--- src/rtl/exc_ctrl.sv ---
// exc_ctrl: MEM-stage exception/interrupt controller. Prioritises the fault
// flags of the MEM instruction and the pending interrupts, issues a single
// atomic CP0 exception write, then flushes and redirects fetch to the handler
// (or to EPC on ERET) until fetch acknowledges.

typedef struct packed {
    logic        we;
    logic        bd;
    logic        exl;
    logic [4:0]  exc;
    logic [31:0] epc;
    logic [31:0] bva;
} reg_error;

module exc_ctrl #(
    parameter logic [31:0] EXC_VECTOR = 32'hBFC00380
) (
    input  logic        clk,
    input  logic        rst,
    input  logic        mem_valid,
    input  logic [31:0] mem_pc,
    input  logic        mem_bd,
    input  logic        adel_if,
    input  logic        ri,
    input  logic        sys,
    input  logic        bp,
    input  logic        ov,
    input  logic        adel_ld,
    input  logic        ades,
    input  logic [31:0] mem_addr,
    input  logic        eret,
    input  logic [7:0]  intr_vect,
    input  logic [31:0] er_epc,
    output reg_error    cp0w,
    output logic        flush,
    output logic        redirect_valid,
    output logic [31:0] redirect_pc,
    input  logic        redirect_ack
);

    localparam logic [4:0] EXC_INT  = 5'd0;
    localparam logic [4:0] EXC_ADEL = 5'd4;
    localparam logic [4:0] EXC_ADES = 5'd5;
    localparam logic [4:0] EXC_SYS  = 5'd8;
    localparam logic [4:0] EXC_BP   = 5'd9;
    localparam logic [4:0] EXC_RI   = 5'd10;
    localparam logic [4:0] EXC_OV   = 5'd12;

    typedef enum logic [1:0] {
        IDLE,
        TRAP,
        VECTOR
    } state_e;

    state_e      state_q, state_d;
    reg_error    cp0w_q, cp0w_d;
    logic        flush_q, flush_d;
    logic        rv_q, rv_d;
    logic [31:0] rpc_q, rpc_d;
    logic [31:0] target_q, target_d;

    // Shadow copies of what was last written to CP0.
    logic        exl_s_q, exl_s_d;
    logic        bd_s_q, bd_s_d;
    logic [4:0]  exc_s_q, exc_s_d;
    logic [31:0] bva_s_q, bva_s_d;

    logic        ev_exc;
    logic        ev_eret;
    logic [4:0]  ev_code;
    logic [31:0] ev_bva;

    // Priority encoder: pick the highest-priority cause for the MEM instruction.
    always_comb begin
        // NOTE: every combinational output gets a default first so no path leaves it unassigned (no latch).
        ev_exc  = 1'b0;
        ev_eret = 1'b0;
        ev_code = EXC_INT;
        ev_bva  = bva_s_q;
        if (mem_valid) begin
            ev_exc = 1'b1;
            if ((intr_vect != 8'h00) && !exl_s_q) begin
                ev_code = EXC_INT;
            end else if (adel_if) begin
                ev_code = EXC_ADEL;
                ev_bva  = mem_pc;
            end else if (ri) begin
                ev_code = EXC_RI;
            end else if (sys) begin
                ev_code = EXC_SYS;
            end else if (bp) begin
                ev_code = EXC_BP;
            end else if (ov) begin
                ev_code = EXC_OV;
            end else if (adel_ld) begin
                ev_code = EXC_ADEL;
                ev_bva  = mem_addr;
            end else if (ades) begin
                ev_code = EXC_ADES;
                ev_bva  = mem_addr;
            end else begin
                ev_exc  = 1'b0;
                ev_eret = eret;
            end
        end
    end

    // Next-state and next-output logic; outputs are registered so they take effect one cycle later.
    always_comb begin
        state_d  = state_q;
        cp0w_d   = '0;
        flush_d  = 1'b0;
        rv_d     = 1'b0;
        rpc_d    = '0;
        target_d = target_q;
        exl_s_d  = exl_s_q;
        bd_s_d   = bd_s_q;
        exc_s_d  = exc_s_q;
        bva_s_d  = bva_s_q;
        unique case (state_q)
            IDLE: begin
                if (ev_exc) begin
                    state_d     = TRAP;
                    cp0w_d.we   = 1'b1;
                    cp0w_d.exl  = 1'b1;
                    cp0w_d.exc  = ev_code;
                    cp0w_d.bva  = ev_bva;
                    if (exl_s_q) begin
                        // Nested: keep the original EPC/BD of the outer exception.
                        cp0w_d.epc = er_epc;
                        cp0w_d.bd  = bd_s_q;
                    end else begin
                        cp0w_d.epc = mem_bd ? (mem_pc - 32'd4) : mem_pc;
                        cp0w_d.bd  = mem_bd;
                    end
                    flush_d  = 1'b1;
                    target_d = EXC_VECTOR;
                    exl_s_d  = 1'b1;
                    bd_s_d   = cp0w_d.bd;
                    exc_s_d  = ev_code;
                    bva_s_d  = ev_bva;
                end else if (ev_eret) begin
                    state_d    = TRAP;
                    cp0w_d.we  = 1'b1;
                    cp0w_d.exl = 1'b0;
                    cp0w_d.epc = er_epc;
                    cp0w_d.exc = exc_s_q;
                    cp0w_d.bd  = bd_s_q;
                    cp0w_d.bva = bva_s_q;
                    flush_d    = 1'b1;
                    target_d   = er_epc;
                    exl_s_d    = 1'b0;
                end
            end
            TRAP: begin
                state_d = VECTOR;
                flush_d = 1'b1;
                rv_d    = 1'b1;
                rpc_d   = target_q;
            end
            VECTOR: begin
                if (redirect_ack) begin
                    state_d = IDLE;
                end else begin
                    flush_d = 1'b1;
                    rv_d    = 1'b1;
                    rpc_d   = target_q;
                end
            end
            default: state_d = IDLE;
        endcase
    end

    // State, registered outputs and shadows; asynchronous reset returns everything to idle/zero.
    always_ff @(posedge clk or negedge rst) begin
        if (!rst) begin
            state_q  <= IDLE;
            cp0w_q   <= '0;
            flush_q  <= 1'b0;
            rv_q     <= 1'b0;
            rpc_q    <= '0;
            target_q <= '0;
            exl_s_q  <= 1'b0;
            bd_s_q   <= 1'b0;
            exc_s_q  <= '0;
            bva_s_q  <= '0;
        end else begin
            // NOTE: non-blocking assignments so every flop samples the pre-edge values of the others.
            state_q  <= state_d;
            cp0w_q   <= cp0w_d;
            flush_q  <= flush_d;
            rv_q     <= rv_d;
            rpc_q    <= rpc_d;
            target_q <= target_d;
            exl_s_q  <= exl_s_d;
            bd_s_q   <= bd_s_d;
            exc_s_q  <= exc_s_d;
            bva_s_q  <= bva_s_d;
        end
    end

    assign cp0w           = cp0w_q;
    assign flush          = flush_q;
    assign redirect_valid = rv_q;
    assign redirect_pc    = rpc_q;

endmodule

--- config.mk ---
export PLATFORM = sky130hd
export DESIGN_NAME = exc_ctrl
export DESIGN_NICKNAME = d
export VERILOG_FILES = /design/src/rtl/exc_ctrl.sv
export SDC_FILE = /design/constraint.sdc
export NUM_CORES = 1
export LEC_CHECK = 0
export CAP_MARGIN = 20
export CELL_PAD_IN_SITES_DETAIL_PLACEMENT = 1
export CELL_PAD_IN_SITES_GLOBAL_PLACEMENT = 2
export CORE_ASPECT_RATIO = 2
export CORE_MARGIN = 3
export CORE_UTILIZATION = 33
export CTS_CLUSTER_DIAMETER = 120
export CTS_CLUSTER_SIZE = 8
export DETAILED_ROUTE_END_ITERATION = 10
export PLACE_DENSITY_LB_ADDON = 0.1
export SLEW_MARGIN = 10
export SYNTH_ARGS = -nofsm -noshare
export SYNTH_HDL_FRONTEND = slang
export SYNTH_SLANG_ARGS = --single-unit
--- constraint.sdc ---
create_clock -name clk -period 4.4 [get_ports clk]
set_input_delay 0.44 -clock clk [delete_from_list [all_inputs] [get_ports clk]]
set_output_delay 0.44 -clock clk [all_outputs]
set_load 0.1 [all_outputs]
# After elaboration in Yosys (flattened, before gate mapping)
# Cells that the tools add are included.
# classes
n_mux,57
add_sub_neg,1
n_reduce_logical,8
n_eq_ne,4
# ops
operator,n
$mux W32,14
$mux W72,3
$pmux W32 S2,1
$sub A32 B3 Y32 const B,1
$mux W4,7
$mux W1,24
$reduce_bool A8 Y1,1
$mux W2,3
$mux W3,2
$pmux W2 S3,1
$reduce_and A2 Y1,3
$ne A3 B3 Y1 const B,1
$pmux W1 S3,1
$eq A2 B1 Y1 const B,1
$eq A2 B2 Y1 const B,1
$logic_not A2 Y1,1
$ne A2 B2 Y1 const B,1
$pmux W1 S2,1
$reduce_bool A2 Y1,1
$logic_and A1 B1 Y1,1
$logic_not A1 Y1,1
# word_totals
output_inout_bits,106
register_bits,179
word_cells,85
in_bits,117

# Longest topological paths before layout
# logic_depth
word_depth,12
ltp_mapped,10
ltp_nobuf,7

# Worst setup path after synthesis
# Ideal clock, no wire load.
# synth_timing
kind,input-to-reg
start,input port intr_vect[1]
end,register bva_s_q[10]
n_path_buf,3
arrival_time_ns,1.947
path_slack_ns,2.374
cell_stages,9
required_ns,4.321
path_cell_list,nor4_1 -> a21o_1 -> a21o_1 -> buf_4 -> inv_1 -> o2111ai_1 -> buf_4 -> buf_6 -> mux2i_1
# synth_between
elab_chain_len,5
elab_cells_between_ends,7
classes_between,mux (4); reduce/logical (3)
# synth_rtl
item,line_no,source
"start, declared",32,"input logic [7:0] intr_vect,"
$reduce_bool A8 Y1 *,82,if ((intr_vect != 8'h00) && !exl_s_q) begin
$logic_and A1 B1 Y1 *,82,
$mux W1,82,
$mux W1,80,if (mem_valid) begin
$reduce_and A2 Y1 (no source line),-,
"end signal, assigned",198,bva_s_q <= bva_s_d;
"end, declared",66,"logic [31:0] bva_s_q, bva_s_d;"
# Every way passes the cells marked *; elsewhere a longest branch is shown, timed or not.
# A chain may end at the register's enable or synchronous reset.

# Final worst setup path
# layout_timing
start,input port intr_vect[1]
end,register bva_s_q[23]
# The elaborated chain is that of the path after synthesis.

==> impl_metrics.csv <==
group,metric,value,unit
routing,firstDrtPassIters,4,
global_routing,antenna_found_initial,0,
global_routing,grt_pass1_vias,6233,
job,drv_cap,0,
cts,h-tree-depth,4,
timing,tns,0,ns
timing,hold_viol_final,0,
layout,drive_gt1_frac,0.0763,
floorplan,die_area,24700,um^2
cts,numClockSinks,177,
placed_design,dpl_worst_slack,1.11,ns
cts,cts_setup_buffers,0,
global_routing,grt_usage,0.195,
synth,synth_ff_type,"dfrtp_1",
setup_path,critPathKind,"in -> reg",
timing,finalSetupViolCount,0,
synth,ys_seq_area_frac,0.590,
setup_path,cp.required,4.76,ns
setup_path,critPathLaunchType,"input port",
setup_path,worst-path-buf-inv,3,
synth,syn_nets,722,
cts,postCtsHoldBufs,0,
setup_path,arrival,3.19,ns
placed_design,hpwlAfterDp,18.1,mm
routing,drc,0,
setup_path,path_delay_family,"buffers and inverters",
timing,worst_pin_slew,1.10,ns
layout,antenna_cells,0,
cts,clkLatencyLatePin,0.44,ns
floorplan,die_w,113,um
timing,slew_violations,0,
synth,yosysTopAreaCellShare,0.590,
worst_hold_path,hold_path.class,"in -> async",
synth,async_reset_ff_frac,1.00,
timing,min_period,2.82,ns
synth,synth.avg_cell_area,12.5,um^2
layout,syn2layout_area_growth,41.5,%
cts,cts_resized,0,
setup_path,r2r_slack,1.69,ns
setup_path,r2r_cells,8,
floorplan,start_util,0.337,
layout,num-fill-cells,2337,
synth,ys_warn_count,0,
setup_path,timing.rr.start,"state_q[0]",
synth,synth_area_leaders,"dfrtp_1 (59%), mux2i_1 (8.5%), a22o_1 (5.1%)",
setup_path,end_kind,"flip-flop",
floorplan,core_area,22300,um^2
timing,skew,0.00933,ns
setup_path,slowest_delay,0.47,ns
synth,yosysTopAreaCell,"dfrtp_1",
synth,netlist_area,7500,um^2
power,ir_drop,0.536,mV
floorplan,die_h,219,um
timing,setup_ws,1.58,ns
synth,syn_inst,600,
setup_path,crit_fanout,24,
cts,cts_buffers,17,
timing,rsz0062_at_grt,"false",
timing,period_share,0.642,
power,power.leakage,0.00486,uW
synth,yosysMostFrequentCell,"dfrtp_1",
global_routing,grt_pass1_wl,36.3,mm
timing,maxSlewHeadroom,0.267,
routing,wl_per_cell,21.5,um
setup_path,crit_top_cell,"a21o_1",
timing,max_freq,0.354,GHz
status,status,"finished, final reports clean",
layout,final_nets,935,
routing,viasPerCell,5.07,
setup_path,r2r_end,"bva_s_q[23]",
power,powerDensity,604,nW/um^2
routing,ant_nets,0,
placed_design,io_buffer_count,221,
synth,synth_edf_count,0,
cts,root_buffer,"clkbuf_16",
floorplan,ios,223,
global_routing,grt_max_degree,97,
setup_path,crit_chain,"clkdlybuf4s50_1 -> nor4_1 -> a21o_1 -> a21o_1 -> inv_1 -> o2111ai_4 -> buf_4 -> mux2i_1",
routing,initialDrtViolationCount,163,
cts,cts_tree,"done",
synth,ys_types,50,
synth,ys_ff_latch,177,
cts,clock_tree.buffer_depth,2,
cts,clk_pin_slew_worst_paths,0.07,ns
setup_path,critPathSlowestCell,"nor4_1",
global_routing,grt.overflow.total,0,
placed_design,gp_congestion,0.845,
routing,wl,23.7,mm
synth,synthTopCellsByCount,"dfrtp_1 (177), mux2i_1 (64), a22o_1 (44)",
routing,vias,5584,
floorplan,rows,77,
[metal layers]
metal	global-route usage	wire length, um
met2	0.357	13000
met4	0.0878	784
met5	0	0
met3	0.0425	1200
met1	0.210	8650
[metrics by stage]
stage / util / cells / cell area (um^2) / hold WS, ns / total power [uW]
after floorplan: - / 600 / 7500 / 0.144 / 4070
after global placement: 0.448 / 1068 / 9970 / 0.463 / 4830
after detailed placement: 0.448 / 1068 / 9970 / 0.466 / 4890
after CTS: 0.475 / 1100 / 10600 / 0.0930 / 6480
after global routing: 0.477 / 1102 / 10600 / 0.106 / 6700
final: 0.477 / 1102 / 10600 / 0.0455 / 6410
[cell type report]
class | instances | area [um^2] | share of cell area
clock buffer | 17 | 425 | 0.0401
clock inverter | 15 | 175 | 0.0165
inverter | 38 | 143 | 0.0134
multi-input combinational | 349 | 2790 | 0.263
sequential | 177 | 4430 | 0.417
tap | 276 | 345 | 0.0325
timing repair buffer | 230 | 2310 | 0.217
[report_power, final]
| part | internal, uW | switching [uW] |
|---|---|---|
| Sequential | 1990 | 167 |
| Clock | 854 | 702 |
| Combinational | 702 | 2000 |
| Total | 3540 | 2870 |
[worst register-to-register path, delay by kind of cell (launching register included)]
| family | cells | cell delay (ns) |
|---|---|---|
| AO/OA/AOI/OAI | 2 | 0.77 |
| adder cells (fa/ha/maj) | 1 | 0.28 |
| buffers and inverters | 3 | 0.75 |
| flip-flops | 1 | 0.40 |
| multiplexers | 1 | 0.17 |
| AND/OR/NAND/NOR | 1 | 0.22 |
[logic make-up after synthesis]
family | after synthesis | share of synthesized area
simple gates | 130 | 0.104
compound gates | 120 | 0.133
flops | 177 | 0.590
buf+inv | 74 | 0.0434
fa+ha+maj | 5 | 0.00834
other cells | 1 | 0.000500
mux | 65 | 0.0869
xor+xnor | 28 | 0.0327
[placed cells by master (no fill, tap or decap), drive strengths merged, types with 7 or more instances in the layout]
| cell type | netlist | layout |
|---|---|---|
| inv | 38 | 44 |
| dfrtp | 177 | 177 |
| nand2 | 11 | 11 |
| a21o | 7 | 7 |
| clkbuf | 19 | 18 |
| and2 | 35 | 35 |
| o2bb2ai | 33 | 33 |
| a211oi | 12 | 12 |
| clkdlybuf4s50 | 0 | 219 |
| nor2 | 31 | 31 |
| nor4 | 14 | 14 |
| nor3 | 15 | 15 |
| xnor2 | 15 | 15 |
| o22a | 12 | 12 |
| xor2 | 13 | 13 |
| mux2i | 64 | 64 |
| a22o | 44 | 44 |
| buf | 17 | 10 |
[state kept, by name (all words and copies together), names as in the netlist]
signal	count
flush	1
redirect_pc	32
target_q	32
bd_s_q	1
exc_s_q	4
bva_s_q	32
redirect_valid	1
exl_s_q	1
cp0w	71
state_q	2
[how the worst max path moves through the flow]
stage | start | to | slack, ns | cells past startpoint
5_1_grt | intr_vect[5] | cp0w[13] | 1.33 | 6
3_3_place_gp | intr_vect[5] | bva_s_q[25] | 1.22 | 8
3_5_place_dp | intr_vect[5] | bva_s_q[23] | 1.11 | 8
4_1_cts | intr_vect[5] | bva_s_q[23] | 1.60 | 8
6_report | intr_vect[1] | bva_s_q[23] | 1.58 | 8
2_1_floorplan | intr_vect[1] | bva_s_q[10] | 2.37 | 9
No activity file was read; power rests on OpenSTA's default activity.
